==> src/rtl/coin_sender_if.sv <==
// ---------------------------------------------------------------------------
// coin_sender_if
// Bundles every non-clock signal of coin_sender.
//   Key side    : req_half, req_one  (one-cycle insertion requests)
//   Vendor side : po_money_half, po_money_one (coin pulses out),
//                 pi_cola, pi_change (vend responses in)
//   Status      : credit, fifo_level, busy, ovf, err_timeout, err_vend,
//                 cola_cnt, change_cnt, dbg_state (current FSM state)
//
// Handshake semantics: there is no valid/ready pair on this block. Every
// request and every coin/vend signal is a single-cycle pulse, sampled on the
// rising clock edge; a level held for N cycles counts as N pulses. Requests
// that cannot be queued are dropped and reported on ovf.
// modport master : the coin_sender itself.
// modport slave  : whatever drives the requests and plays the vendor.
// ---------------------------------------------------------------------------
interface coin_sender_if;
   logic       req_half;
   logic       req_one;
   logic       pi_cola;
   logic       pi_change;
   logic       po_money_half;
   logic       po_money_one;
   logic [2:0] credit;
   logic [2:0] fifo_level;
   logic       busy;
   logic       ovf;
   logic       err_timeout;
   logic       err_vend;
   logic [7:0] cola_cnt;
   logic [7:0] change_cnt;
   logic [1:0] dbg_state;

   modport master (
      input  req_half, req_one, pi_cola, pi_change,
      output po_money_half, po_money_one, credit, fifo_level, busy, ovf,
             err_timeout, err_vend, cola_cnt, change_cnt, dbg_state
   );

   modport slave (
      output req_half, req_one, pi_cola, pi_change,
      input  po_money_half, po_money_one, credit, fifo_level, busy, ovf,
             err_timeout, err_vend, cola_cnt, change_cnt, dbg_state
   );
endinterface

==> src/rtl/coin_sender.sv <==
// ---------------------------------------------------------------------------
// coin_sender
// Payment-side driver for the cola vending FSM. Queues half/one coin requests
// in a 4-entry FIFO (1 bit per entry: 0 = half, 1 = one) and replays them to
// the vendor as single-cycle coin pulses with enforced spacing. Keeps a
// mirror of the vendor's credit, checks the returned cola/change pulses and
// counts colas and change.
//
// Ports:
//   sys_clk : clock, rising edge
//   sys_rst : asynchronous active-high reset, clears all state
//   bus     : coin_sender_if.master (requests, vendor pulses, status)
// Parameters:
//   GAP     : idle cycles after each coin before the next pop (>= 1)
//   TIMEOUT : WAIT_VEND cycles without pi_cola before err_timeout (>= 2)
// dbg_state encoding: 0 IDLE, 1 SEND, 2 WAIT_VEND, 3 GAP.
// ---------------------------------------------------------------------------
module coin_sender #(
   parameter int GAP     = 4,
   parameter int TIMEOUT = 8
) (
   input  logic          sys_clk,
   input  logic          sys_rst,
   coin_sender_if.master bus
);

   localparam int GAP_W = (GAP > 1) ? $clog2(GAP) : 1;
   localparam int TMO_W = $clog2(TIMEOUT);

   typedef enum logic [1:0] {
      S_IDLE = 2'd0,
      S_SEND = 2'd1,
      S_WAIT = 2'd2,
      S_GAP  = 2'd3
   } state_t;

   // ---------------- FIFO state ----------------
   logic [3:0] mem_q;
   logic [1:0] wr_ptr_q;
   logic [1:0] rd_ptr_q;
   logic [2:0] count_q;
   logic [2:0] count_d;
   logic       ovf_q;
   logic       ovf_d;

   // ---------------- FSM state ----------------
   state_t     state_q;
   logic       coin_q;        // coin being sent: 0 = half, 1 = one
   logic       exp_change_q;
   logic [2:0] credit_q;
   logic [GAP_W-1:0] gap_cnt_q;
   logic [TMO_W-1:0] tmo_cnt_q;
   logic       po_half_q;
   logic       po_one_q;
   logic       busy_q;
   logic       busy_d;
   logic       err_timeout_q;
   logic       err_vend_q;
   logic [7:0] cola_cnt_q;
   logic [7:0] change_cnt_q;

   // ---------------- push / pop decode ----------------
   logic [2:0] free_slots;
   logic [1:0] n_push;
   logic       first_bit;
   logic       pop;
   logic       head_bit;
   logic [2:0] sum;
   logic       gap_done;
   logic       tmo_done;
   logic       idle_next;

   always_comb begin
      // Space is judged on the registered count only; a pop in this cycle
      // does not make room for a push in the same cycle.
      free_slots = 3'd4 - count_q;
      pop        = (state_q == S_IDLE) && (count_q != 3'd0);
      head_bit   = mem_q[rd_ptr_q];
      n_push     = 2'd0;
      ovf_d      = 1'b0;
      // The first written bit is half unless only req_one is present.
      first_bit  = bus.req_one && !bus.req_half;
      if (bus.req_half && bus.req_one) begin
         if (free_slots >= 3'd2) begin
            n_push = 2'd2;
         end else if (free_slots == 3'd1) begin
            n_push = 2'd1;
            ovf_d  = 1'b1;
         end else begin
            ovf_d  = 1'b1;
         end
      end else if (bus.req_half || bus.req_one) begin
         if (free_slots != 3'd0) begin
            n_push = 2'd1;
         end else begin
            ovf_d  = 1'b1;
         end
      end
      count_d = count_q + 3'(n_push) - 3'(pop);

      sum       = credit_q + (coin_q ? 3'd2 : 3'd1);
      gap_done  = (gap_cnt_q == GAP_W'(GAP - 1));
      tmo_done  = (tmo_cnt_q == TMO_W'(TIMEOUT - 1));
      // FSM will sit in IDLE after this edge.
      idle_next = ((state_q == S_IDLE) && !pop) || ((state_q == S_GAP) && gap_done);
      busy_d    = !idle_next || (count_d != 3'd0);
   end

   // ---------------- FIFO storage ----------------
   always_ff @(posedge sys_clk or posedge sys_rst) begin
      if (sys_rst) begin
         mem_q    <= 4'd0;
         wr_ptr_q <= 2'd0;
         rd_ptr_q <= 2'd0;
         count_q  <= 3'd0;
         ovf_q    <= 1'b0;
      end else begin
         if (n_push != 2'd0) mem_q[wr_ptr_q] <= first_bit;
         if (n_push == 2'd2) mem_q[wr_ptr_q + 2'd1] <= 1'b1;
         wr_ptr_q <= wr_ptr_q + n_push;
         if (pop) rd_ptr_q <= rd_ptr_q + 2'd1;
         count_q  <= count_d;
         ovf_q    <= ovf_d;
      end
   end

   // ---------------- control FSM ----------------
   always_ff @(posedge sys_clk or posedge sys_rst) begin
      if (sys_rst) begin
         state_q       <= S_IDLE;
         coin_q        <= 1'b0;
         exp_change_q  <= 1'b0;
         credit_q      <= 3'd0;
         gap_cnt_q     <= '0;
         tmo_cnt_q     <= '0;
         po_half_q     <= 1'b0;
         po_one_q      <= 1'b0;
         busy_q        <= 1'b0;
         err_timeout_q <= 1'b0;
         err_vend_q    <= 1'b0;
         cola_cnt_q    <= 8'd0;
         change_cnt_q  <= 8'd0;
      end else begin
         po_half_q     <= 1'b0;
         po_one_q      <= 1'b0;
         err_timeout_q <= 1'b0;
         err_vend_q    <= 1'b0;
         busy_q        <= busy_d;

         if (bus.pi_change) change_cnt_q <= change_cnt_q + 8'd1;
         // Any vend response outside WAIT_VEND is unsolicited.
         if ((state_q != S_WAIT) && (bus.pi_cola || bus.pi_change)) err_vend_q <= 1'b1;

         case (state_q)
            S_IDLE: begin
               if (pop) begin
                  // Pulse register is loaded here so the coin is on the wire
                  // for exactly the SEND cycle.
                  coin_q    <= head_bit;
                  po_one_q  <= head_bit;
                  po_half_q <= !head_bit;
                  state_q   <= S_SEND;
               end
            end
            S_SEND: begin
               if (sum >= 3'd5) begin
                  credit_q     <= sum - 3'd5;
                  exp_change_q <= (sum == 3'd6);
                  tmo_cnt_q    <= '0;
                  state_q      <= S_WAIT;
               end else begin
                  credit_q  <= sum;
                  gap_cnt_q <= '0;
                  state_q   <= S_GAP;
               end
            end
            S_WAIT: begin
               if (bus.pi_cola) begin
                  cola_cnt_q <= cola_cnt_q + 8'd1;
                  if (bus.pi_change != exp_change_q) err_vend_q <= 1'b1;
                  gap_cnt_q  <= '0;
                  state_q    <= S_GAP;
               end else begin
                  // Change without a cola is never a valid vend.
                  if (bus.pi_change) err_vend_q <= 1'b1;
                  if (tmo_done) begin
                     err_timeout_q <= 1'b1;
                     credit_q      <= 3'd0;
                     gap_cnt_q     <= '0;
                     state_q       <= S_GAP;
                  end else begin
                     tmo_cnt_q <= tmo_cnt_q + 1'b1;
                  end
               end
            end
            S_GAP: begin
               if (gap_done) begin
                  state_q <= S_IDLE;
               end else begin
                  gap_cnt_q <= gap_cnt_q + 1'b1;
               end
            end
            default: state_q <= S_IDLE;
         endcase
      end
   end

   // ---------------- outputs ----------------
   assign bus.po_money_half = po_half_q;
   assign bus.po_money_one  = po_one_q;
   assign bus.credit        = credit_q;
   assign bus.fifo_level    = count_q;
   assign bus.busy          = busy_q;
   assign bus.ovf           = ovf_q;
   assign bus.err_timeout   = err_timeout_q;
   assign bus.err_vend      = err_vend_q;
   assign bus.cola_cnt      = cola_cnt_q;
   assign bus.change_cnt    = change_cnt_q;
   assign bus.dbg_state     = state_q;

endmodule
==> src/flat_wrapper.sv <==
// flat-port wrapper written by rule: the top's interface ports become plain ports
module coin_sender_flat 
#(
   parameter int GAP     = 4,
   parameter int TIMEOUT = 8
)
  (sys_clk, sys_rst, bus_req_half, bus_req_one, bus_pi_cola, bus_pi_change, bus_po_money_half, bus_po_money_one, bus_credit, bus_fifo_level, bus_busy, bus_ovf, bus_err_timeout, bus_err_vend, bus_cola_cnt, bus_change_cnt, bus_dbg_state);
  coin_sender_if bus_i ();
  input  logic sys_clk;
  input  logic sys_rst;
  input wire logic [$bits(bus_i.req_half)-1:0] bus_req_half;
  input wire logic [$bits(bus_i.req_one)-1:0] bus_req_one;
  input wire logic [$bits(bus_i.pi_cola)-1:0] bus_pi_cola;
  input wire logic [$bits(bus_i.pi_change)-1:0] bus_pi_change;
  output wire logic [$bits(bus_i.po_money_half)-1:0] bus_po_money_half;
  output wire logic [$bits(bus_i.po_money_one)-1:0] bus_po_money_one;
  output wire logic [$bits(bus_i.credit)-1:0] bus_credit;
  output wire logic [$bits(bus_i.fifo_level)-1:0] bus_fifo_level;
  output wire logic [$bits(bus_i.busy)-1:0] bus_busy;
  output wire logic [$bits(bus_i.ovf)-1:0] bus_ovf;
  output wire logic [$bits(bus_i.err_timeout)-1:0] bus_err_timeout;
  output wire logic [$bits(bus_i.err_vend)-1:0] bus_err_vend;
  output wire logic [$bits(bus_i.cola_cnt)-1:0] bus_cola_cnt;
  output wire logic [$bits(bus_i.change_cnt)-1:0] bus_change_cnt;
  output wire logic [$bits(bus_i.dbg_state)-1:0] bus_dbg_state;
  assign bus_i.req_half = bus_req_half;
  assign bus_i.req_one = bus_req_one;
  assign bus_i.pi_cola = bus_pi_cola;
  assign bus_i.pi_change = bus_pi_change;
  assign bus_po_money_half = bus_i.po_money_half;
  assign bus_po_money_one = bus_i.po_money_one;
  assign bus_credit = bus_i.credit;
  assign bus_fifo_level = bus_i.fifo_level;
  assign bus_busy = bus_i.busy;
  assign bus_ovf = bus_i.ovf;
  assign bus_err_timeout = bus_i.err_timeout;
  assign bus_err_vend = bus_i.err_vend;
  assign bus_cola_cnt = bus_i.cola_cnt;
  assign bus_change_cnt = bus_i.change_cnt;
  assign bus_dbg_state = bus_i.dbg_state;
  coin_sender #(.GAP(GAP), .TIMEOUT(TIMEOUT)) u_core (.sys_clk(sys_clk), .sys_rst(sys_rst), .bus(bus_i));
endmodule
==> config.mk <==
export PLATFORM = sky130hd
export DESIGN_NAME = coin_sender_flat
export DESIGN_NICKNAME = d
export VERILOG_FILES = /design/src/rtl/coin_sender_if.sv /design/src/rtl/coin_sender.sv /design/src/flat_wrapper.sv
export SDC_FILE = /design/constraint.sdc
export NUM_CORES = 1
export LEC_CHECK = 0
export ABC_AREA = 1
export BUFFER_PORTS_ARGS = -buffer_cell sky130_fd_sc_hd__buf_4
export CORE_MARGIN = 5
export CORE_UTILIZATION = 35
export DETAILED_ROUTE_END_ITERATION = 7
export SYNTH_ARGS = -nofsm -noshare
export SYNTH_HDL_FRONTEND = slang
export SYNTH_SLANG_ARGS = --single-unit
export TNS_END_PERCENT = 5
==> constraint.sdc <==
create_clock -name sys_clk -period 6 [get_ports sys_clk]
set_input_delay 0.9 -clock sys_clk [delete_from_list [all_inputs] [get_ports sys_clk]]
set_output_delay 0.9 -clock sys_clk [all_outputs]
set_load 0.02 [all_outputs]
==> results of run 1 <==
==> per-layer routing <==
| metal | vias up | wire length (um) | GRT usage |
|---|---|---|---|
| li1 | 1037 | - | - |
| met1 | 877 | 2320 | 0.147 |
| met2 | 23 | 2330 | 0.199 |
| met3 | 6 | 166 | 0.0235 |
| met4 | 0 | 90 | 0.0486 |
| met5 | - | 0 | 0 |
==> per-stage QoR <==
stage,setup WS (ps),utilization,std cells,power [uW]
2_1_floorplan,3460,-,311,1170
4_1_cts,3380,0.427,452,1690
5_1_grt,3260,0.427,452,1830
3_5_place_dp,3370,0.411,444,1450
3_3_place_gp,3430,0.411,444,1430
6_report,3400,0.427,452,1670
==> cells in the final DEF (no fill, tap or decap), drive strengths merged, types with 7 or more instances in the layout <==
master / count
nand2: 105
inv: 55
dfrtp: 45
buf: 35
ha: 23
nand3: 19
nor2: 16
xor2: 13
o21ai: 9
nand4: 7
==> layout make-up <==
class,instances,area [um2]
inverter,55,206
tap,99,124
multi-input combinational,210,1250
clock buffer,5,68.8
clock inverter,3,46.3
timing repair buffer,35,263
fill,764,4130
sequential,45,1130
==> cell families (layout without fill, tap and decap cells) <==
group           count (synthesis)  in the layout
compound gates                 15             15
xor+xnor                       17             17
fa+ha+maj                      25             25
buf+inv                        56             98
flops                          45             45
simple gates                  153            153
==> worst paths after layout <==
kind	cells past startpoint	endpoint	slack [ps]
setup reg to reg	12	u_core.bus.busy	3400
setup / recovery	12	u_core.bus.busy	3400
min in group asynchronous	2	u_core.bus.busy	800
hold reg to reg	2	u_core.gap_cnt_q[1]	490
max in group asynchronous	2	u_core.bus.credit[0]	4610
hold / removal	2	u_core.gap_cnt_q[1]	490
==> worst max-delay path: stages, from the launching register on <==
cell      delay [ps]
dfrtp_1          380
inv_1            100
ha_1             210
ha_1             200
nor2_1           270
ha_1             290
inv_1             50
ha_1             130
inv_1             40
fa_1             470
inv_1             50
a211oi_1         210
nand2_1           80
==> flip-flops by register name, indices dropped and copies added, names as in the netlist, 2 cells and up <==
signal / flops
u_core.bus.dbg_state: 2
u_core.wr_ptr_q: 2
u_core.bus.cola_cnt: 8
u_core.bus.credit: 3
u_core.rd_ptr_q: 2
u_core.mem_q: 4
u_core.bus.change_cnt: 8
u_core.gap_cnt_q: 2
u_core.tmo_cnt_q: 3
u_core.bus.fifo_level: 3
==> power groups by stage <==
stage | registers, uW | clock network [uW] | logic (uW)
after floorplan | 607 | 0 | 566
after global placement | 536 | 0 | 892
after detailed placement | 539 | 0 | 910
after CTS | 534 | 244 | 916
after global routing | 553 | 259 | 1020
final | 532 | 236 | 898
==> summary.md, run 1 <==
| Metric | Value |
|---|---|
| Final instance area | `approximately 0.003 mm2` |
| Reg2reg start | `u_core.bus.fifo_level[0]` |
| Top-area cell type share of the netlist area | `0.435` |
| First-pass GRT wire length | `about 8600 um` |
| DP Area | `~0.003 mm2` |
| # Max-Cap Violations | `0` |
| Max Clk Rate | `roughly 390 MHz` |
| Mux cell area share after synthesis | `0` |
| Largest cells by area after synthesis | `dfrtp_1, nand2_1, ha_1` |
| Crit path time final | `approximately 2600 ps` |
| Critical path peak fanout | `4` |
| Gate power share | `0.539` |
| Worst vdd ir | `about 0.15 mV` |
| Cell taking the most area after synthesis | `dfrtp_1` |
| Initial antenna violation count | `0` |
| Count leader, synth | `nand2_1` |
| Routed Wire Length | `around 4900 um` |
| Main combinational cell family by area after synthesis | `simple AND/OR/NAND/NOR gates` |
| Leakage | `between 0.0015 and 0.002 uW` |
| Syn avg cell area | `8.32 um2` |
| Worst slew pin tran | `931 ps` |
| Max-slew violations | `0` |
| Setup bufs post-CTS | `0` |
| RSZ-0062 raised after global routing | `no` |
| Ant. Diodes | `0` |
| # H-tree levels | `2` |
| Synth Instances | `311` |
| Fraction of layout cells with a size suffix above 1 | `0.159` |
| CP arrival | `about 2800 ps` |
| Switching pwr | `770 uW` |
| Overall routing resource usage | `0.118` |
| WL per Instance | `10.9 um` |
| Max Buffers Root-to-Sink | `2` |
| CP Capture Type | `flop` |
| Seq/Total Area, Yosys | `0.435` |
| WP data required | `slightly above 6000 ps` |
| Final setup TNS | `0 ps` |
| Startpoint Class | `flop` |
| Port Buffer Count | `35` |
| Worst skew pair latency | `around 300 ps` |
| Total number of vias | `slightly below 2k` |
| Status | `finished clean` |
| Vias in the first global route | `about 1.9k` |
| GR Overflow Total | `0` |
| Tcrit/Tclk final | `0.433` |
| Clock slew at reported path FFs | `roughly 90 ps` |
| Drt first pass iters | `4` |
| Ys flop type | `dfrtp_1` |
| Max-slew headroom | `0.378` |
| CTS Sinks | `45` |
| Pin count of the biggest net entering global routing | `between 40 and 50` |
| Post-Synth XOR/XNOR Area | `0.0576` |
| Post-CTS Hold Buffers | `0` |
| Total CTS buffers | `5` |
| Critical path type | `reg2reg` |
| Initial Util | `0.358` |
| Iter 0 DRT Violations | `30` |
| FFs w/ async S/R, synth | `1.00` |
| Post-Syn Area | `between 0.002 and 0.003 mm2` |
| Synth Net Count | `about 340` |
| Clock root buffer master | `clkbuf_8` |
| Distinct cells, synth | `25` |
| Yosys warns | `0` |
| Detailed-route DRC error count | `0` |
| Top cells by count, synth | `nand2_1, inv_1, dfrtp_1` |
| Site row count | `31` |
| Routability cong. | `0.803` |
| Endpoints failing setup | `0` |
| Reg power frac | `0.320` |
| Die area | `0.00921 mm2` |
| HP Class | `reg2reg` |
| PD cells | `~540 mW/mm2` |
| Hold Startpoint | `u_core.gap_cnt_q[1]` |
| Via/cell ratio | `roughly 4.3` |
| Compound-gate portion of the synthesized area | `0.0353` |
| Area Growth Syn to Fin | `19.1%` |
| Final net count | `383` |
| CTS tree | `built` |
| Final HPWL DP | `roughly 3700 um` |
| Clk pwr share | `0.141` |
| Hold WS | `about 500 ps` |
| Simple-Gate Fraction of Synth Area | `0.262` |
| Cell Int Power | `896 uW` |
| PostCTS Resize Cnt | `0` |
| # IOs | `36` |
| Synthesized flop and latch total | `45` |
| Routed Antenna Nets | `0` |
| Worst Setup SP | `u_core.bus.fifo_level[0]` |
| Post-synth EDFFs | `0` |
| Die height | `roughly 96 um` |
| Final hold vios | `0` |
| Core box area | `slightly above 0.007 mm2` |
| Adder-Cell Fraction of Synth Area | `0.127` |
| Fin Clk Skew | `around 12 ps` |
| Die extent in x | `~96 um` |
| Switch share | `0.462` |
Note: power is estimated with default switching activity, not from simulation.
==> run 2, diff against run 1 <==
--- a/config.mk
+++ b/config.mk
@@ -5,7 +5,7 @@
 export SDC_FILE = /design/constraint.sdc
 export NUM_CORES = 1
 export LEC_CHECK = 0
-export ABC_AREA = 1
+export ABC_AREA = 0
 export BUFFER_PORTS_ARGS = -buffer_cell sky130_fd_sc_hd__buf_4
 export CORE_MARGIN = 5
 export CORE_UTILIZATION = 35
==> constraint.sdc (replaced) <==
create_clock -name sys_clk -period 2.3 [get_ports sys_clk]
set_input_delay 0.345 -clock sys_clk [delete_from_list [all_inputs] [get_ports sys_clk]]
set_output_delay 0.345 -clock sys_clk [all_outputs]
set_load 0.02 [all_outputs]
==> run 2 against run 1 <==
Effect of this change:
- the flow now finishes with violations (setup timing)
- synthesized cell count decreased by 28%
- cell area increased by 4.0%
- global-route usage decreased by 0.066 points
- area after synthesis decreased by 6.0%
- total power increased to 3.0 times the previous value
- register-to-register slack got worse by 3700 ps
- largest power group unchanged
==> summary.md, run 2 <==
| Metric | Value |
|---|---|
| Worst skew pair latency | `around 300 ps` |
| Top cells by count, synth | `dfrtp_1, ha_1, inv_1` |
| Synth Instances | `about 220` |
| Post-route setup slack | `-256 ps` |
| Largest cells by area after synthesis | `dfrtp_1, ha_1, xnor2_1` |
| Drt first pass iters | `5` |
| Path depth of the worst reg2reg path | `12` |
| Startpoint Class | `flop` |
| R2R Setup Slk | `-260 ps` |
| Worst vdd ir | `0.859 mV` |
| CP Capture Type | `flop` |
| Routability cong. | `a little under 0.8` |
| Status | `finished, violations left` |
| Cell taking the most area after synthesis | `dfrtp_1` |
| Final net count | `322` |
| Hold Startpoint | `bus_pi_change` |
| Die area | `around 0.0087 mm2` |
| Multi-input logic area | `roughly 0.0013 mm2` |
| Reg2reg start | `u_core.bus.fifo_level[1]` |
| HP Class | `in2reg` |
| Vias in the first global route | `approximately 1.8k` |
| Tcrit/Tclk final | `1.11` |
| Max Buffers Root-to-Sink | `2` |
| Violated checks | `setup timing` |
| Critical path type | `reg2reg` |
| Commonest non-fill, non-tap cell in the layout | `buf_4` |
| Ant. Diodes | `0` |
| Post-synth EDFFs | `0` |
| RSZ-0062 raised after global routing | `yes` |
| Routed Wire Length | `about 4500 um` |
| Count leader, synth | `dfrtp_1` |
| Core box area | `about 0.0068 mm2` |
| Reg2reg end | `u_core.bus.busy` |
| Crit path depth | `12` |
| PD cells | `approximately 1500 mW/mm2` |
| Site row count | `30` |
| CP arrival | `roughly 2700 ps` |
| Top Family by Delay on Critical Path | `adder cells` |
| Max-slew violations | `0` |
| Leakage | `roughly 0.0016 uW` |
| Initial Util | `0.358` |
| Final HPWL DP | `3600 um` |
| # IOs | `36` |
| Port Buffer Count | `35` |
| Synthesized flop and latch total | `between 40 and 50` |
| Pin count of the biggest net entering global routing | `19` |
| Final core occ | `0.471` |
| Critical path peak fanout | `3` |
| Via/cell ratio | `between 4 and 5` |
| CTS tree | `built` |
| Gate power share | `0.592` |
| Area Growth Syn to Fin | `31.8%` |
| DP Area | `between 0.003 and 0.004 mm2` |
| Fraction of layout cells with a size suffix above 1 | `0.339` |
| Syn avg cell area | `about 11 um2` |
| Die height | `93.3 um` |
| Switching pwr | `about 1900 uW` |
| Max Clk Rate | `391 MHz` |
| GRT busiest layer | `met2` |
| M3 GR Usage | `0.0290` |
| First-pass GRT wire length | `between 8000 and 9000 um` |
| Post-Syn Area | `between 0.002 and 0.0025 mm2` |
| Endpoints failing setup | `2` |
| Worst slew pin tran | `299 ps` |
| Most frequent cells in the layout | `buf_4, dfrtp_1, nand2_1, ha_1, inv_1` |
| Iter 0 DRT Violations | `29` |
| Overall routing resource usage | `0.118` |
| Hold endpoint | `u_core.bus.change_cnt[0]` |
| GR Overflow Total | `0` |
| Reg power frac | `0.286` |
| CTS Sinks | `45` |
| WL per Instance | `between 10 and 15 um` |
| Met2 usage | `0.185` |
| Final instance area | `approximately 0.0032 mm2` |
| Total number of vias | `1,753` |
| Buf/Inv on CP | `3` |
| Yosys warns | `0` |
| Clock root buffer master | `clkbuf_8` |
| Top-area cell type share of the netlist area | `0.463` |
| Slowest cell on crit path | `dfrtp_2` |
| Seq/Total Area, Yosys | `0.463` |
| Crit path time final | `about 2600 ps` |
| Total CTS buffers | `5` |
| # H-tree levels | `2` |
| CP most frequent cell | `ha_4` |
| Worst path max stage delay | `about 400 ps` |
| Distinct cells, synth | `between 40 and 50` |
| Die extent in x | `between 90 and 100 um` |
| Cell Int Power | `between 3000 and 4000 uW` |
| Detailed-route DRC error count | `0` |
| Initial antenna violation count | `0` |
| FFs w/ async S/R, synth | `1.00` |
| Storage cell area | `roughly 0.0011 mm2` |
| Max-slew headroom | `0.801` |
| Clk pwr share | `0.121` |
| M1 GR Usage | `0.156` |
| CP Cell Sequence | `inv_4 > ha_4 > ha_4 > nor3b_4 > buf_4 > nor2_2 > inv_2 > ha_4 > fa_2 > xnor2_2 > xnor2_1 > a2111o_1` |
| # Max-Cap Violations | `0` |
| Hold Crit Depth | `2` |
| Fill count | `644` |
| Fin Clk Skew | `about 3.8 ps` |
| Ys flop type | `dfrtp_1` |
| Final hold vios | `0` |
| Switch share | `0.390` |
| WP data required | `between 2000 and 2500 ps` |
| Clock slew at reported path FFs | `80 ps` |
| Routed Antenna Nets | `0` |
| Final setup TNS | `-449 ps` |
| Synth Net Count | `~260` |
| Hold WS | `~280 ps` |
-- run 2: changes by cell type after synthesis, sizes merged, moves of 4 or more --
cell	change
clkbuf	+4
xor2	-4
nand3	-11
nor2	-5
xnor2	+9
mux2	+6
nand2	-86
inv	-32
nor2b	+6
and3	+5
-- run 2: how the worst max path moves through the flow --
stage                              from  slack, ps         endpoint
2_1_floorplan  u_core.bus.fifo_level[1]       -430  u_core.bus.busy
3_3_place_gp   u_core.bus.fifo_level[1]       -320  u_core.bus.busy
3_5_place_dp   u_core.bus.fifo_level[1]       -340  u_core.bus.busy
4_1_cts        u_core.bus.fifo_level[1]       -270  u_core.bus.busy
5_1_grt        u_core.bus.fifo_level[0]       -430  u_core.bus.busy
6_report       u_core.bus.fifo_level[1]       -260  u_core.bus.busy
-- run 2: cell type report --
cell class | count | share of cell area
clock inverter | 2 | 0.0121
timing repair buffer | 64 | 0.152
multi-input combinational | 152 | 0.396
tap | 96 | 0.0375
clock buffer | 6 | 0.0227
sequential | 45 | 0.352
inverter | 23 | 0.0277
-- run 2: cells by family (layout without fill, tap and decap cells) --
kind of cell / count (synthesis) / after routing / synth area share
xor gates and xnor gates: 22 / 22 / 0.0793
DFF: 45 / 45 / 0.463
muxes: 8 / 8 / 0.0443
adders and majority gates: 25 / 25 / 0.135
and+or+nand+nor: 63 / 63 / 0.134
AOI/OAI and AO/OA: 34 / 34 / 0.102
buffers and inverters: 27 / 95 / 0.0417
-- run 2: metrics by stage --
stage	instances	total power [uW]	setup slack, ps
2_1_floorplan	224	3250	-428
3_3_place_gp	377	4220	-323
3_5_place_dp	377	4280	-340
4_1_cts	388	5000	-274
5_1_grt	388	5420	-433
6_report	388	4940	-256
-- run 2: timing repair --
item,4_1_cts,5_1_grt
setup endpoints to repair,2,7
hold buffers,1,0
gates resized for setup,3,2
endpoints found under the hold margin,12,0
setup buffers,2,0
pin swaps,9,1
-- run 2: per-layer routing --
metal  wire length, um  part of all wire
met4                79             0.018
met5                 0                 0
met3               212             0.047
met1              2240              0.50
met2              1960              0.44
-- run 2: power by group through the flow --
stage / Sequential, uW / Clock, uW / Combinational (uW)
3_3_place_gp: 1420 / 0 / 2800
5_1_grt: 1470 / 658 / 3290
4_1_cts: 1410 / 622 / 2970
2_1_floorplan: 1610 / 0 / 1650
3_5_place_dp: 1430 / 0 / 2850
6_report: 1410 / 599 / 2930
==> run 3, diff against run 2 <==
--- a/config.mk
+++ b/config.mk
@@ -7,9 +7,11 @@
 export LEC_CHECK = 0
 export ABC_AREA = 0
 export BUFFER_PORTS_ARGS = -buffer_cell sky130_fd_sc_hd__buf_4
-export CORE_MARGIN = 5
+export CORE_ASPECT_RATIO = 1.4
+export CORE_MARGIN = 2
 export CORE_UTILIZATION = 35
 export DETAILED_ROUTE_END_ITERATION = 7
+export HOLD_SLACK_MARGIN = 0.03
 export SYNTH_ARGS = -nofsm -noshare
 export SYNTH_HDL_FRONTEND = slang
 export SYNTH_SLANG_ARGS = --single-unit
==> run 3 against run 2 <==
Effect of this change:
- the flow still finishes with violations (setup timing)
- die area is 12% lower
- total power is 1.1% lower
- routed wire length is 1.0% higher
- clock skew hardly changed
- setup slack hardly changed
- first-iteration DRC count is 140% higher
- hold slack worse by 130 ps
- global-route usage is 1.3 points higher
- utilization is 0.69 points higher
- sequential cell count stayed put
==> summary.md, run 3 (synthesis gave the netlist of run 2 again) <==
| Metric | Value |
|---|---|
| WP data required | `2480 ps` |
| Pre-CTS setup slack | `-338 ps` |
| WL per Instance | `roughly 12 um` |
| Ant. Diodes | `0` |
| GR Overflow Total | `0` |
| Port Buffer Count | `35` |
| Clock slew at reported path FFs | `90 ps` |
| CP arrival | `~2700 ps` |
| Max-slew headroom | `0.537` |
| # IOs | `36` |
| Pin count of the biggest net entering global routing | `34` |
| Gate power share | `0.612` |
| Initial Util | `0.365` |
| Routed Antenna Nets | `0` |
| Fraction of layout cells with a size suffix above 1 | `0.345` |
| Die area | `about 0.0076 mm2` |
| CP Capture Type | `flop` |
| Final HPWL DP | `3630 um` |
| Final hold vios | `0` |
| Fin Clk Skew | `roughly 3.7 ps` |
| Routability cong. | `0.773` |
| Endpoints failing setup | `2` |
| DP Area | `just over 0.003 mm2` |
| Crit path time final | `between 2000 and 3000 ps` |
| Max-slew violations | `0` |
| Status | `finished, violations left` |
| Total number of vias | `between 1.5k and 2k` |
| CTS Sinks | `45` |
| Worst slew pin tran | `694 ps` |
| Drt first pass iters | `4` |
| RSZ-0062 raised after global routing | `yes` |
| Worst skew pair latency | `a little under 300 ps` |
| Area Growth Syn to Fin | `31.0%` |
| Final setup TNS | `-369 ps` |
| # H-tree levels | `2` |
| Cell Int Power | `2930 uW` |
| Overall routing resource usage | `0.130` |
| Routed Wire Length | `4550 um` |
| First-pass GRT wire length | `7820 um` |
| Core box area | `approximately 0.0067 mm2` |
| PD cells | `1530 mW/mm2` |
| Most frequent cells in the layout | `buf_4, dfrtp_1, nand2_1, ha_1, inv_1` |
| Via/cell ratio | `~4.7` |
| Worst vdd ir | `approximately 0.77 mV` |
| Iter 0 DRT Violations | `around 70` |
| Final net count | `323` |
| Commonest non-fill, non-tap cell in the layout | `buf_4` |
| Critical path peak fanout | `3` |
| Violated checks | `setup timing` |
| Post-route setup slack | `-256 ps` |
| Tcrit/Tclk final | `1.11` |
| # Max-Cap Violations | `0` |
| R2R Setup Slk | `-260 ps` |
| Leakage | `0.00158 uW` |
| Critical path type | `reg2reg` |
| Site row count | `35` |
| Die height | `slightly above 100 um` |
| Max Buffers Root-to-Sink | `2` |
| Clock root buffer master | `clkbuf_8` |
| Total CTS buffers | `5` |
| Reg power frac | `0.288` |
| Reg2reg end | `u_core.bus.busy` |
| Switch share | `0.400` |
| Startpoint Class | `flop` |
| Detailed-route DRC error count | `0` |
| Die extent in x | `between 70 and 80 um` |
| Final instance area | `~0.0032 mm2` |
| Vias in the first global route | `roughly 1.8k` |
| Clk pwr share | `0.099` |
| Max Clk Rate | `just under 400 MHz` |
| HP Class | `in2async` |
| Reg2reg start | `u_core.bus.fifo_level[0]` |
| Hold WS | `155 ps` |
| CTS tree | `built` |
| Path depth of the worst reg2reg path | `12` |
| Initial antenna violation count | `0` |
| Switching pwr | `roughly 2000 uW` |
run 3: power groups by stage:
stage | Combinational [uW] | Sequential, uW | Clock (uW)
after global placement | 2910 | 1430 | 0
after global routing | 3330 | 1460 | 532
after detailed placement | 2950 | 1430 | 0
after floorplan | 1650 | 1610 | 0
final | 2990 | 1410 | 484
after CTS | 3030 | 1420 | 509
run 3: metal layers:
metal / part of all wire / GRT usage / vias up
met2: 0.56 / 0.246 / 35
li1: - / - / 890
met1: 0.40 / 0.150 / 865
met3: 0.036 / 0.0274 / 4
met4: 0.0084 / 0.0247 / 0
met5: 0 / 0 / -
run 3: what timing repair did:
item / in CTS / in global routing
hold buffers: 0 / 0
endpoints found under the setup margin: 3 / 5
pin swaps: 9 / 1
buffers inserted: 2 / 0
gates resized for setup: 4 / 2
run 3: critical path: stages (launching register included):
cell	delay [ps]
dfrtp_2	380
inv_2	50
ha_4	160
ha_4	270
nor3b_4	180
a31oi_1	100
o21ai_1	170
ha_2	200
inv_2	40
fa_2	340
xnor2_2	140
xnor2_1	140
a2111o_1	280
run 3: area by class of cell:
type,instances,area (um2)
clock buffers,6,72.6
flip-flops and latches,45,1130
repair buffers,65,492
well taps,92,115
fillers,662,3470
inverters,23,88.8
clock inverters,2,15.0
multi-input cells,152,1270
run 3: metrics by stage:
stage	util	cells	power [uW]
after global placement	0.461	375	4330
final	0.478	385	4890
after floorplan	-	224	3250
after global routing	0.478	385	5330
after detailed placement	0.461	375	4380
after CTS	0.478	385	4960
run 3: worst max path at each step:
stage | to | slack, ps | from | depth (start not counted)
2_1_floorplan | u_core.bus.busy | -430 | u_core.bus.fifo_level[1] | 11
3_3_place_gp | u_core.bus.busy | -290 | u_core.bus.fifo_level[1] | 11
3_5_place_dp | u_core.bus.busy | -340 | u_core.bus.fifo_level[1] | 12
4_1_cts | u_core.bus.busy | -280 | u_core.bus.fifo_level[0] | 12
5_1_grt | u_core.bus.busy | -400 | u_core.bus.fifo_level[0] | 12
6_report | u_core.bus.busy | -260 | u_core.bus.fifo_level[0] | 12
